**config.mk**
```make
export PLATFORM = sky130hd
export DESIGN_NAME = imem_loader
export DESIGN_NICKNAME = d
export VERILOG_FILES = /design/src/rtl/imem_loader.sv
export SDC_FILE = /design/constraint.sdc
export NUM_CORES = 1
export LEC_CHECK = 0
export CORE_MARGIN = 5
export CORE_UTILIZATION = 46
export CTS_CLUSTER_SIZE = 10
export DETAILED_ROUTE_END_ITERATION = 8
export GPL_TIMING_DRIVEN = 0
export HOLD_SLACK_MARGIN = 0.05
export PLACE_DENSITY = 0.76
export SETUP_SLACK_MARGIN = 0.1
export SLEW_MARGIN = 30
export SYNTH_ARGS = -nofsm -noshare
export SYNTH_HDL_FRONTEND = slang
export SYNTH_SLANG_ARGS = --single-unit
```
**constraint.sdc**
```tcl
create_clock -name Clock -period 1.9 [get_ports Clock]
set_input_delay 0.38 -clock Clock [delete_from_list [all_inputs] [get_ports Clock]]
set_output_delay 0.38 -clock Clock [all_outputs]
set_load 0.02 [all_outputs]
```
**src/rtl/imem_loader.sv**
```systemverilog
// imem_loader: fills the instruction memory from a byte stream.
// Bytes are packed big-endian into 32-bit words, written at sequential byte
// addresses, and the pipeline is held in reset until a halt word lands.
// Optional macro LOADER_CHECKSUM_EN adds a trailing mod-256 checksum byte
// that must match the sum of every loaded byte before the load is accepted.
module imem_loader #(
    parameter int          ADDR_WIDTH = 8,
    parameter logic [31:0] HALT_WORD  = 32'hFFFFFFFF
) (
    input  logic                  Clock,
    input  logic                  Reset,
    input  logic                  Start,
    input  logic [7:0]            RxData,
    input  logic                  RxValid,
    output logic                  IMemWrite,
    output logic [31:0]           IMemAddr,
    output logic [31:0]           IMemData,
    output logic                  CpuReset,
    output logic                  Done,
    output logic                  Error,
    output logic [ADDR_WIDTH:0]   WordCount
);

    typedef enum logic [2:0] {
        S_IDLE,
        S_RECV,
        S_WRITE,
`ifdef LOADER_CHECKSUM_EN
        S_CHECK,
`endif
        S_DONE,
        S_ERR
    } state_t;

    localparam logic [ADDR_WIDTH-1:0] IDX_MAX = '1;

    state_t                state_q, state_d;
    logic [1:0]            byte_cnt_q, byte_cnt_d;
    logic [31:0]           word_q, word_d;
    logic [ADDR_WIDTH-1:0] idx_q, idx_d;
    logic [ADDR_WIDTH:0]   wc_q, wc_d;
    logic                  wr_q, wr_d;
    logic [31:0]           addr_q, addr_d;
    logic [31:0]           data_q, data_d;
    logic                  cpu_rst_q, cpu_rst_d;
    logic                  done_q, done_d;
    logic                  err_q, err_d;
`ifdef LOADER_CHECKSUM_EN
    logic [7:0]            sum_q, sum_d;
    logic                  chk_byte;
`endif

    // Next-state and registered-output computation for the load sequence.
    always_comb begin
        state_d    = state_q;
        byte_cnt_d = byte_cnt_q;
        word_d     = word_q;
        idx_d      = idx_q;
        wc_d       = wc_q;
        wr_d       = 1'b0;
        addr_d     = addr_q;
        data_d     = data_q;
        cpu_rst_d  = cpu_rst_q;
        done_d     = done_q;
        err_d      = err_q;
`ifdef LOADER_CHECKSUM_EN
        sum_d      = sum_q;
        chk_byte   = 1'b0;
`endif
        case (state_q)
            S_IDLE, S_DONE, S_ERR: begin
                if (Start) begin
                    state_d    = S_RECV;
                    byte_cnt_d = 2'd0;
                    idx_d      = '0;
                    wc_d       = '0;
                    cpu_rst_d  = 1'b1;
                    done_d     = 1'b0;
                    err_d      = 1'b0;
`ifdef LOADER_CHECKSUM_EN
                    sum_d      = 8'd0;
`endif
                end
            end
            S_RECV: begin
                if (RxValid) begin
                    word_d = {word_q[23:0], RxData};
`ifdef LOADER_CHECKSUM_EN
                    sum_d  = sum_q + RxData;
`endif
                    if (byte_cnt_q == 2'd3) begin
                        // Word complete: launch the write for the next cycle.
                        state_d    = S_WRITE;
                        byte_cnt_d = 2'd0;
                        wr_d       = 1'b1;
                        addr_d     = 32'(idx_q) << 2;
                        data_d     = {word_q[23:0], RxData};
                    end else begin
                        byte_cnt_d = byte_cnt_q + 2'd1;
                    end
                end
            end
            S_WRITE: begin
                wc_d = wc_q + 1'b1;
                if (word_q == HALT_WORD) begin
`ifdef LOADER_CHECKSUM_EN
                    // A byte arriving alongside the halt write is the checksum.
                    if (RxValid) chk_byte = 1'b1;
                    else         state_d  = S_CHECK;
`else
                    state_d   = S_DONE;
                    done_d    = 1'b1;
                    cpu_rst_d = 1'b0;
`endif
                end else if (idx_q == IDX_MAX) begin
                    state_d = S_ERR;
                    err_d   = 1'b1;
                end else begin
                    idx_d   = idx_q + 1'b1;
                    state_d = S_RECV;
                    // A byte strobed during the write starts the next word.
                    if (RxValid) begin
                        word_d     = {word_q[23:0], RxData};
                        byte_cnt_d = 2'd1;
`ifdef LOADER_CHECKSUM_EN
                        sum_d      = sum_q + RxData;
`endif
                    end
                end
            end
`ifdef LOADER_CHECKSUM_EN
            S_CHECK: begin
                if (RxValid) chk_byte = 1'b1;
            end
`endif
            default: state_d = S_IDLE;
        endcase
`ifdef LOADER_CHECKSUM_EN
        if (chk_byte) begin
            if (RxData == sum_q) begin
                state_d   = S_DONE;
                done_d    = 1'b1;
                cpu_rst_d = 1'b0;
            end else begin
                state_d = S_ERR;
                err_d   = 1'b1;
            end
        end
`endif
    end

    // State and output registers with synchronous reset.
    always_ff @(posedge Clock) begin
        if (Reset) begin
            state_q    <= S_IDLE;
            byte_cnt_q <= 2'd0;
            word_q     <= 32'd0;
            idx_q      <= '0;
            wc_q       <= '0;
            wr_q       <= 1'b0;
            addr_q     <= 32'd0;
            data_q     <= 32'd0;
            cpu_rst_q  <= 1'b1;
            done_q     <= 1'b0;
            err_q      <= 1'b0;
`ifdef LOADER_CHECKSUM_EN
            sum_q      <= 8'd0;
`endif
        end else begin
            state_q    <= state_d;
            byte_cnt_q <= byte_cnt_d;
            word_q     <= word_d;
            idx_q      <= idx_d;
            wc_q       <= wc_d;
            wr_q       <= wr_d;
            addr_q     <= addr_d;
            data_q     <= data_d;
            cpu_rst_q  <= cpu_rst_d;
            done_q     <= done_d;
            err_q      <= err_d;
`ifdef LOADER_CHECKSUM_EN
            sum_q      <= sum_d;
`endif
        end
    end

    assign IMemWrite = wr_q;
    assign IMemAddr  = addr_q;
    assign IMemData  = data_q;
    assign CpuReset  = cpu_rst_q;
    assign Done      = done_q;
    assign Error     = err_q;
    assign WordCount = wc_q;

endmodule

```
Word-level counts from Yosys, hierarchy flattened
Cells that the tools add are included.

word-level totals
  bits of input ports = 12
  bits in latches = 0
  logic and storage cells = 78
  output and inout bits = 77
  register bits = 98
  memories = 0
  memory bits (writable) = 0
  bits in read-only memories = 0

cells by class
  shifts and indexed selects = 0
  multiplexer cells = 33
  div/mod/pow operators = 0
  multiply operators = 0
  order comparisons = 0
  add/sub/neg operators = 3
  bitwise gates (word level) = 2
  equality and inequality tests = 15
  reductions and logical operators = 14

operator list
  kind                                                                   number
  32-bit two-way mux                                                     3
  32-bit case mux with 2 select lines                                    1
  32-bit equality test, second input constant                            1
  8-bit two-way mux                                                      3
  9-bit case mux with 2 select lines                                     1
  2-bit != test, second input constant                                   8
  8-bit case mux with 2 select lines                                     1
  3-bit two-way mux                                                      5
  2-bit two-way mux                                                      6
  3-bit AND reduction                                                    4
  9-bit by 1-bit adder with 9-bit output, second input constant          1
  9-bit two-way mux                                                      1
  3-bit case mux with 3 select lines                                     1
  8-bit by 1-bit adder with 8-bit output, second input constant          1
  8-bit equality test, second input constant                             1
  4-bit AND reduction                                                    2
  1-bit two-way mux                                                      7
  3-bit by 2-bit equality test with 1-bit output, second input constant  2
  1-bit case mux with 2 select lines                                     3
  2-bit case mux with 3 select lines                                     1
  6-bit AND reduction                                                    1
  3-bit OR reduction                                                     2
  2-bit nonzero test                                                     2
  3-bit by 1-bit equality test with 1-bit output, second input constant  1
  other kinds (7)                                                        8

Longest topological paths before layout
Gate-level depths: netlist (run 1).

  word-level depth = 4
  mapped depth = 7
  depth with buffers taken out = 6

Worst setup path after synthesis (run 1)
Ideal clock, no wire load.

  path kind = register to register
  start = register word_q[13]
  end = register idx_q[7]
  cell stages (with the launch flop) = 7
  arrival time = 1.778 ns
  path buffers = 1
  path slack = 0.002 ns
  clock period less this slack = 1.898 ns
  path through = dfxtp_1 -> nand4_1 -> or4_4 -> or3_1 -> buf_6 -> and4_4 -> a211o_1

on the way
  word-level cells in the longest chain between the ends = 3

RTL lines
  item                                  RTL line  source
  from (decl)                           39        logic [31:0] word_q, word_d;
  from (signal assigned)                172       word_q <= word_d;
  32-bit equality test                  105       if (word_q == HALT_WORD) begin
  2-bit != test (no source line)        n/a
  4-bit AND reduction (no source line)  n/a
  to (signal assigned)                  173       idx_q <= idx_d;
  to (decl)                             40        logic [ADDR_WIDTH-1:0] idx_q, idx_d;

Every way passes these cells.
A chain may end at the register's enable or synchronous reset.

Final worst setup path (run 1)
  start = register word_q[12]
  end = register idx_q[7]

The elaborated chain is that of the path after synthesis.

==> run summary, run 1 <==
status: complete, but fails checks
failing checks: setup timing
worst slew pin tran: 0.545 ns
WHS Endpoint: IMemData[24]$_SDFFE_PP0P_
Power Dens Cells: 683 nW/um^2
First-pass DRT Iterations: 5
Hold Path Depth: 2
Worst EP required: 2.15 ns
DR vias/cell: 5.36
Post-DRT Antenna Nets: 0
Die Ht: 106 um
nets@finish: 639
asr flop ratio synth: 0%
CP Cell Sequence: nand4_1 -> or4_4 -> or3_4 -> buf_6 -> and4_4 -> a211o_1
Slew Limit Fails: 0
starting density of the core: 46.6%
H-tree depth: 3
Synth Cell Area: 4250 sq um
CP max-delay cell: or4_4
peak supply drop: 0.485 mV
GRT overflow: 0
Crit path arrival time: 2.29 ns
pin count of the biggest net entering global routing: 17
CP bufs+invs: 1
die area: 11300 sq um
Slowest Stage Delay on Critical Path: 0.56 ns
die extent in x: 106 um
top-count cell post-synth: nand2_1
clk buf depth: 2
Area Overhead vs Synth: 35.5%
DR top layer: met4
Place WS: -0.606 ns
FF-to-FF Start: word_q[12]$_SDFFE_PP0P_
RSZ-0062 raised after global routing: true
Yosys reg bits: 98
Synth area leaders: dfxtp_1, nand2_1, mux2i_1, a21oi_1, buf_4
total of max-cap violations: 0
Max-slew headroom: 63.7%
minimum clock period: 2.04 ns
Hold WC Path Type: flip-flop to flip-flop
Metal-1 WL: 4.83 mm
total power: 3.93 mW
Main synth FF type: dfxtp_1
crit start category: flip-flop
clock sinks: 98
first-pass GRT wire length: 18.0 mm
drt drc: 0
Total Wirelength: 11.2 mm
sequential share of the synthesized area: 46.2%
number of global-route vias before repair: 3839
wire length per cell: 15.2 um
Non-Filler Instances: 740
Leak: 2.23 nW
via count: 3967
Final Hold Viols: 0
Crit Path Max Fanout: 6
1st-iter DRT viols: 161
worst reg2reg endpoint: idx_q[7]$_SDFFE_PP0P_
Setup CP Type: flip-flop to flip-flop
Layout Skew: 0.0103 ns
gpl congestion: 0.830
EDFF count, synth: 0
CTS Buf Count: 9
max frequency: 490 MHz
hold_sp: IMemData[24]$_SDFFE_PP0P_
delay-heaviest family, CP: simple AND/OR/NAND/NOR gates
Ports: 89
met2 wire len: 5.63 mm
R2R depth: 6
core box area: 9110 sq um
placed cells: 706
synth warn: 0
leading area contributor after synthesis: dfxtp_1
area of the multi-input gates: 2170 sq um
share of the synthesized area in the top cell type: 46.2%
Post-synth top cells: nand2_1, dfxtp_1, a21oi_1
final-layout fill cell count: 752
worst skew pair latency: 0.36 ns
Post-Synthesis Cells: 508
CTS tree: yes
Ant. Diodes: 0
FF+latch area: 1980 sq um
Final Cycle Share: 107%
number of I/O port buffers: 64
post-synthesis cell type count: 54
flop2flop setup slack: -0.14 ns
WL met3: 619 um
initial antenna violation count: 0
detailed placer's ending HPWL: 7.77 mm
Setup crit end kind: flip-flop
std cell rows: 35
syn avg cell area: 8.36 sq um
count of final setup violators: 29
layout cells sized above 1: 20.2%
Clock transition at path regs: 0.09 ns
CTS root buf: clkbuf_8
total track usage: 19.2%
setup ws final: -0.140 ns
-- per-layer routing --
metal / vias up / track usage, %
li1: 1927 / -
met1: 1878 / 23.8
met2: 150 / 34.2
met3: 12 / 4.43
met4: 0 / 4.07
met5: - / 0
-- kinds of logic after synthesis --
kind of cell | Yosys count | synth area share (%)
compound gates | 87 | 12.4
other cells | 1 | 0.0883
fa+ha+maj | 3 | 0.884
buf+inv | 57 | 7.57
flops | 98 | 46.2
simple gates | 227 | 24.5
mux | 35 | 8.28
-- state kept, by name, summed over array words and instances, names as in the netlist --
name,cells
IMemData,32
Error,1
IMemAddr,8
byte_cnt_q,2
state_q,3
word_q,32
WordCount,9
IMemWrite,1
idx_q,8
Done,1
CpuReset,1
-- cell usage in the layout (no fill, tap or decap), drive strengths merged, types with 4 or more instances in the layout --
master         Yosys  routed
nand2            141     141
a31oi              6       6
clkbuf            23      33
or2                4       4
o21ai              7       7
clkdlybuf4s50      0      58
buf               32      51
nand3             16      16
o211ai             4       4
mux2i             34      34
nor2              24      24
dfxtp             98      98
dlygate4sd2        0       4
a21oi             49      49
nand4             11      11
conb               1      24
-- worst max-delay path by stage --
stage | end | cells past startpoint | start | slack, ns
2_1_floorplan | idx_q[7]$_SDFFE_PP0P_ | 6 | word_q[13]$_SDFFE_PP0P_ | 0.002
3_3_place_gp | idx_q[0]$_SDFFE_PP0P_ | 6 | Start | -0.60
3_5_place_dp | idx_q[0]$_SDFFE_PP0P_ | 6 | Start | -0.61
4_1_cts | idx_q[7]$_SDFFE_PP0P_ | 6 | word_q[5]$_SDFFE_PP0P_ | -0.12
5_1_grt | idx_q[7]$_SDFFE_PP0P_ | 6 | word_q[0]$_SDFFE_PP0P_ | -0.19
6_report | idx_q[7]$_SDFFE_PP0P_ | 6 | word_q[12]$_SDFFE_PP0P_ | -0.14
-- through the flow --
step	area, sq um	TNS (ns)	util, %	hold slack (ns)
2_1_floorplan	4340	0	-	0.438
3_3_place_gp	5120	-25.61	56.2	0.445
3_5_place_dp	5120	-28.16	56.2	0.449
4_1_cts	5550	-0.269	60.9	0.463
5_1_grt	5750	-2.81	63.2	0.472
6_report	5750	-0.766	63.2	0.460
-- report_power, final --
part | switching, mW | internal [mW] | leakage (nW)
logic | 0.236 | 0.202 | 1.33
clock network | 0.737 | 0.654 | 0.104
registers | 0.0253 | 2.08 | 0.796
-- area by class of cell --
cell class	instances	share of cell area, %
Buffer	55	7.02
Clock buffer	11	2.46
Clock inverter	5	1.07
Inverter	2	0.130
Multi-Input combinational cell	376	37.8
Sequential cell	98	34.4
Tap cell	111	2.41
Timing Repair Buffer	82	14.7
-- timing repair --
action	in CTS	in global routing
pin swaps	9	14
buffers inserted	7	8
resized for setup	56	54
hold buffers	0	0
gates cloned	2	1
endpoints found under the setup margin	99	96
-- tightest hold or removal path, stage by stage (launching register included) --
cell and delay (ns):
dfxtp_1 0.32, nand2_1 0.05, a21oi_1 0.05
Note: power is estimated with default switching activity, not from simulation.
==> run 2: changes to the inputs <==
--- a/config.mk
+++ b/config.mk
@@ -7,12 +7,14 @@
 export LEC_CHECK = 0
 export CORE_MARGIN = 5
 export CORE_UTILIZATION = 46
+export CTS_CLUSTER_DIAMETER = 60
 export CTS_CLUSTER_SIZE = 10
 export DETAILED_ROUTE_END_ITERATION = 8
 export GPL_TIMING_DRIVEN = 0
 export HOLD_SLACK_MARGIN = 0.05
 export PLACE_DENSITY = 0.76
 export SETUP_SLACK_MARGIN = 0.1
+export SKIP_CTS_REPAIR_TIMING = 1
 export SLEW_MARGIN = 30
 export SYNTH_ARGS = -nofsm -noshare
 export SYNTH_HDL_FRONTEND = slang
==> run summary, run 2 (same netlist as run 1, synthesis figures left out) <==
status: complete, but fails checks
failing checks: setup timing
Die Ht: 106 um
CTS tree: yes
DR vias/cell: 5.34
worst skew pair latency: 0.35 ns
clk buf depth: 2
Ant. Diodes: 0
Slowest Stage Delay on Critical Path: 0.55 ns
Max-slew headroom: 55.5%
Fin Setup TNS: -3.25 ns
First-pass DRT Iterations: 5
CTS Buf Count: 9
CP max-delay cell: or4_4
drt drc: 0
starting density of the core: 46.6%
RSZ-0062 raised after global routing: true
Setup CP Type: flip-flop to flip-flop
CP bufs+invs: 1
Area Overhead vs Synth: 34.1%
number of I/O port buffers: 64
count of final setup violators: 39
Final Cycle Share: 108%
via count: 3925
final-layout fill cell count: 758
layout cells sized above 1: 18.8%
placed cells: 706
Final Hold Viols: 0
die extent in x: 106 um
worst slew pin tran: 0.667 ns
Power Dens Cells: 685 nW/um^2
flop2flop setup slack: -0.15 ns
crit start category: flip-flop
Total Wirelength: 11.3 mm
Setup crit end kind: flip-flop
Hold Path Depth: 2
H-tree depth: 3
GRT overflow: 0
most frequent cells in the layout: nand2_1, dfxtp_1, clkdlybuf4s50_1, a21oi_1, mux2i_1
CP Cell Sequence: nand4_1 -> or4_4 -> or3_4 -> buf_6 -> and4_4 -> a211o_1
delay-heaviest family, CP: simple AND/OR/NAND/NOR gates
critical path depth in cells: 6
detailed placer's ending HPWL: 7.77 mm
1st-iter DRT viols: 161
minimum clock period: 2.05 ns
Non-Filler Instances: 735
Crit path arrival time: 2.30 ns
die area: 11300 sq um
total track usage: 18.6%
total of max-cap violations: 0
FF+latch area: 1980 sq um
nets@finish: 634
core box area: 9110 sq um
final core occ: 62.5%
gpl congestion: 0.830
most common cell after layout, fill and taps aside: nand2_1
Post-DRT Antenna Nets: 0
wire length per cell: 15.3 um
Ports: 89
clock sinks: 98
setup ws final: -0.154 ns
initial antenna violation count: 0
first-pass GRT wire length: 17.4 mm
pin count of the biggest net entering global routing: 17
Slew Limit Fails: 0
area of the multi-input gates: 2160 sq um
std cell rows: 35
Clock transition at path regs: 0.10 ns
max frequency: 487 MHz
number of global-route vias before repair: 3736
Place WS: -0.606 ns
peak supply drop: 0.484 mV
Leak: 2.25 nW
Layout Skew: 0.00814 ns
R2R depth: 6
Crit Path Max Fanout: 6
Worst EP required: 2.14 ns
CTS root buf: clkbuf_8
Hold WC Path Type: flip-flop to flip-flop
==> run 2: final timing paths <==
kind,from,end
min reg2reg,IMemData[7]$_SDFFE_PP0P_,IMemData[7]$_SDFFE_PP0P_
max reg2reg,word_q[8]$_SDFFE_PP0P_,idx_q[7]$_SDFFE_PP0P_
max,word_q[8]$_SDFFE_PP0P_,idx_q[7]$_SDFFE_PP0P_
min,IMemData[7]$_SDFFE_PP0P_,IMemData[7]$_SDFFE_PP0P_
==> run 2: routing by layer <==
layer | GRT usage [%] | up-vias | part of all wire (%)
li1 | - | 1916 | -
met1 | 23.2 | 1882 | 43
met2 | 32.9 | 117 | 51
met3 | 4.43 | 10 | 4.7
met4 | 3.61 | 0 | 0.77
met5 | 0 | - | 0
==> run 2: final cells by class <==
class                           instances  share of cell area, %
Buffer                                 55                   6.88
Clock buffer                           11                   2.48
Clock inverter                          5                   1.08
Inverter                                2                  0.132
Multi-Input combinational cell        376                   37.9
Sequential cell                        98                   34.7
Tap cell                              111                   2.44
Timing Repair Buffer                   77                   14.4
==> run 2: worst register-to-register path: stages, from the launching register on <==
cell	delay, ns
dfxtp_2	0.36
nand4_1	0.16
or4_4	0.55
or3_4	0.35
buf_6	0.14
and4_4	0.16
a211o_1	0.23
==> run 2: power breakdown <==
part / internal, mW / switching [mW]
registers: 2.08 / 0.0247
logic: 0.185 / 0.231
clock network: 0.654 / 0.728
total: 2.92 / 0.984
==> run 2: through the flow <==
stage	total power [mW]	area [sq um]	hold slack, ns
floorplan	2.40	4340	0.438
global placement	2.49	5120	0.445
detailed placement	2.49	5120	0.449
CTS	3.84	5320	0.463
global route	4.05	5700	0.472
finish	3.90	5700	0.460
==> run 3: changes to the inputs <==
--- a/config.mk
+++ b/config.mk
@@ -5,7 +5,6 @@
 export SDC_FILE = /design/constraint.sdc
 export NUM_CORES = 1
 export LEC_CHECK = 0
-export CORE_MARGIN = 5
 export CORE_UTILIZATION = 46
 export CTS_CLUSTER_DIAMETER = 60
 export CTS_CLUSTER_SIZE = 10
==> run summary, run 3 (same netlist as run 1, synthesis figures left out) <==
Post-DRT Antenna Nets: 0
drt drc: 8
1st-iter DRT viols: 231
Setup crit end kind: flip-flop
Critical path origin: word_q[5]$_SDFFE_PP0P_
flop2flop setup slack: -0.08 ns
placed cells: 703
die area: 9620 sq um
Power Dens Cells: 686 nW/um^2
minimum clock period: 1.98 ns
final-layout fill cell count: 748
worst slew pin tran: 0.607 ns
number of global-route vias before repair: 3585
pin count of the biggest net entering global routing: 17
Final Cycle Share: 104%
CTS Buf Count: 9
most common cell after layout, fill and taps aside: nand2_1
worst skew pair latency: 0.36 ns
clock sinks: 98
total track usage: 21.3%
total of max-cap violations: 0
Hold Path Depth: 2
clk buf depth: 2
worst reg2reg endpoint: idx_q[7]$_SDFFE_PP0P_
R2R depth: 6
total power: 3.90 mW
final core occ: 64.3%
crit start category: flip-flop
die extent in x: 98.1 um
DP Area: 5110 sq um
nets@finish: 636
wire length per cell: 14.3 um
Final Hold Viols: 0
CTS tree: yes
max frequency: 504 MHz
Total Wirelength: 10.5 mm
first-pass GRT wire length: 16.7 mm
status: complete, but fails checks
setup ws final: -0.0824 ns
hold_sp: IMemAddr[9]$_SDFFE_PP0P_
RSZ-0062 raised after global routing: true
Hold WC Path Type: flip-flop to flip-flop
Leak: 2.22 nW
count of final setup violators: 5
initial antenna violation count: 0
Crit Path Max Fanout: 6
cell area after layout: 5690 sq um
layout cells sized above 1: 19.5%
Clock transition at path regs: 0.09 ns
Worst EP required: 2.15 ns
H-tree depth: 3
DR vias/cell: 5.24
Crit path arrival time: 2.23 ns
Slew Limit Fails: 0
Die Ht: 98.1 um
peak supply drop: 0.417 mV
gpl congestion: 0.821
CTS root buf: clkbuf_8
Non-Filler Instances: 734
detailed placer's ending HPWL: 7.29 mm
number of I/O port buffers: 64
First-pass DRT Iterations: 7
Ant. Diodes: 0
WHS Endpoint: IMemAddr[9]$_SDFFE_PP0P_
Area Overhead vs Synth: 33.9%
FF-to-FF Start: word_q[5]$_SDFFE_PP0P_
core box area: 8850 sq um
via count: 3849
starting density of the core: 48.0%
Place WS: -0.621 ns
Max-slew headroom: 59.5%
Ports: 89
most frequent cells in the layout: nand2_1, dfxtp_1, clkdlybuf4s50_1, a21oi_1, buf_4
GRT overflow: 0
std cell rows: 34
Layout Skew: 0.0147 ns
Setup CP Type: flip-flop to flip-flop
failing checks: DRC, setup timing
## run 3: final cells by class
cell class / count / area (sq um) / area share, %
Buffer: 55 / 392 / 6.89
Clock buffer: 11 / 141 / 2.49
Clock inverter: 5 / 60.1 / 1.06
Inverter: 2 / 7.51 / 0.132
Multi-Input combinational cell: 376 / 2180 / 38.3
Sequential cell: 98 / 1980 / 34.8
Tap cell: 108 / 135 / 2.38
Timing Repair Buffer: 79 / 796 / 14.0
## run 3: worst max-delay path by stage
| stage | cells after the start | to | slack, ns |
|---|---|---|---|
| after detailed placement | 6 | idx_q[0]$_SDFFE_PP0P_ | -0.62 |
| after global placement | 6 | idx_q[0]$_SDFFE_PP0P_ | -0.60 |
| final | 6 | idx_q[7]$_SDFFE_PP0P_ | -0.08 |
| after global routing | 6 | idx_q[7]$_SDFFE_PP0P_ | -0.13 |
| after floorplan | 6 | idx_q[7]$_SDFFE_PP0P_ | 0.002 |
| after CTS | 6 | idx_q[0]$_SDFFE_PP0P_ | -0.25 |
## run 3: metrics by stage
step / setup TNS (ns) / hold slack [ns]
final: -0.138 / 0.461
after global routing: -1.39 / 0.482
after CTS: -9.48 / 0.463
after detailed placement: -28.50 / 0.450
after global placement: -26.05 / 0.444
after floorplan: 0 / 0.438
## run 3: report_power, final
| part | switching [mW] | internal [mW] | total [mW] |
|---|---|---|---|
| combinational | 0.227 | 0.181 | 0.409 |
| sequential | 0.0234 | 2.08 | 2.10 |
| clock | 0.736 | 0.654 | 1.39 |
## run 3: routing by layer
metal | vias to the layer above | GRT usage (%) | part of all wire, %
li1 | 1926 | - | -
met1 | 1815 | 27.2 | 44
met2 | 93 | 36.8 | 51
met3 | 15 | 2.79 | 4.1
met4 | 0 | 7.46 | 1.1
met5 | - | 0 | 0
## run 3: worst max-delay path, stage by stage, from the launching register on
cell and delay (ns):
dfxtp_2 0.35, nand4_1 0.09, or4_4 0.57, or3_4 0.34, buf_6 0.14, and4_4 0.16
a211o_1 0.21
==> edit, RTL diff (flow settings as in run 3) <==
`ADDR_WIDTH`: 8 -> 7.
--- a/src/rtl/imem_loader.sv
+++ b/src/rtl/imem_loader.sv
@@ -4,7 +4,7 @@
 // Optional macro LOADER_CHECKSUM_EN adds a trailing mod-256 checksum byte
 // that must match the sum of every loaded byte before the load is accepted.
 module imem_loader #(
-    parameter int          ADDR_WIDTH = 8,
+    parameter int          ADDR_WIDTH = 7,
     parameter logic [31:0] HALT_WORD  = 32'hFFFFFFFF
 ) (
     input  logic                  Clock,
Interface: changed (resized WordCount); port bits go from 89 to 88. The function was not compared with the original's and may differ.
==> edit against run 3 <==
  * Total power shrank 5.6%
  * Sequential cell count is 3 lower
  * Via count decreased by 8.7%
  * Sequential power fell by 4%
  * Final cell count shrank 5.2%
  * Design area shrank 2.1%
  * Non-clock buffer count increased by 3
  * Routed wire length decreased by 7.0%
  * Setup slack better by 0.11 ns
  * Area after synthesis decreased by 2.3%
  * Sequential share of layout area shrank 0.24 points
  * First-iteration DRC count decreased by 45%
  * Combinational power fell by 20%
  * Global-route usage shrank 1.5 points
==> edit: results (changes against run 3) <==
Outcome
  • Status: complete, no violations (was finished, violations left)

Detailed routing
  • Wire length on met1: 4452 µm (was 4637 µm)
  • Iter 0 DRT Violations: 126 (was 231)
  • Wire per inst: 14.08 µm (was 14.35 µm)
  • Total wire length: 9797 µm (was 10530 µm)

Critical path
  • CP top delay family: buffers and inverters (was simple AND/OR/NAND/NOR gates)
  • Worst path max stage delay: 0.35 ns (was 0.57 ns)
  • Arr. time, crit path: 2.12 ns (was 2.23 ns)
  • Worst-path fanout max: 8 (was 6)

Synth
  • Synth unique cells: 52 (was 54)
  • Adder-Cell Fraction of Synth Area: 0.9050% (was 0.8839%)
  • Mux cell area share after synthesis: 8.235% (was 8.279%)
  • Post-synthesis average cell area: 8.997 µm² (was 8.359 µm²)
  • Compound-Gate Fraction of Synth Area: 11.37% (was 12.43%)
  • Top cells by area, synth: dfxtp_1 46%, nand2_1 8.1%, mux2i_1 8.0%, a21oi_1 6.5%, buf_4 4.7% (was dfxtp_1 46%, nand2_1 12%, mux2i_1 8.0%, a21oi_1 5.8%, buf_4 4.6%)
  • Most frequent cells after synthesis: 95 x dfxtp_1, 89 x nand2_1, 54 x a21oi_1 (was 141 x nand2_1, 98 x dfxtp_1, 49 x a21oi_1)

Placement
  • Pre-CTS WS: -0.3895 ns (was -0.6207 ns)
  • IO Port Bufs: 62 (was 64)
  • DP HPWL: 6608 µm (was 7287 µm)
  • Cells after DPL: 655 (was 703)
  • Placed Area: 4994 µm² (was 5114 µm²)
  • Placer Congestion: 0.8304 (was 0.8207)

Power
  • Worst VDD drop: 425.6 µV (was 417.4 µV)
  • Sequential power share: 54.7% (was 53.9%)
  • Comb power frac: 8.9% (was 10.5%)
  • LEAKAGE: 2.192 nW (was 2.218 nW)
  • Comb power: 0.327 mW (was 0.409 mW)

Cells and area
  • Share of layout cells above drive strength 1: 20.41% (was 19.49%)

STA
  • Clock skew: 0.01029 ns (was 0.01474 ns)
  • Worst-Margin Slew: 0.5381 ns (was 0.6071 ns)

Global route
  • Largest net degree at the start of global routing: 16 (was 17)
  • Met1 Use GR: 25.50% (was 27.17%)
  • First-pass GRT wire length: 15130 µm (was 16710 µm)
==> edit: path summary, 6_finish.rpt <==
check	start	slack, ns	depth (start not counted)	end
setup reg to reg	word_q[19]$_SDFFE_PP0P_	0.03	8	word_q[28]$_SDFFE_PP0P_
hold reg to reg	IMemData[29]$_SDFFE_PP0P_	0.46	2	IMemData[29]$_SDFFE_PP0P_
hold / removal	IMemData[29]$_SDFFE_PP0P_	0.46	2	IMemData[29]$_SDFFE_PP0P_
setup / recovery	word_q[19]$_SDFFE_PP0P_	0.03	8	word_q[28]$_SDFFE_PP0P_
==> edit: area by class of cell <==
cell class / count / share of cell area (%)
multi-input cells: 336 / 36.47
flip-flops and latches: 95 / 34.55
plain buffers: 50 / 6.835
repair buffers: 87 / 15.87
inverters: 4 / 0.2698
clock inverters: 5 / 1.034
clock buffers: 11 / 2.540
well taps: 108 / 2.428
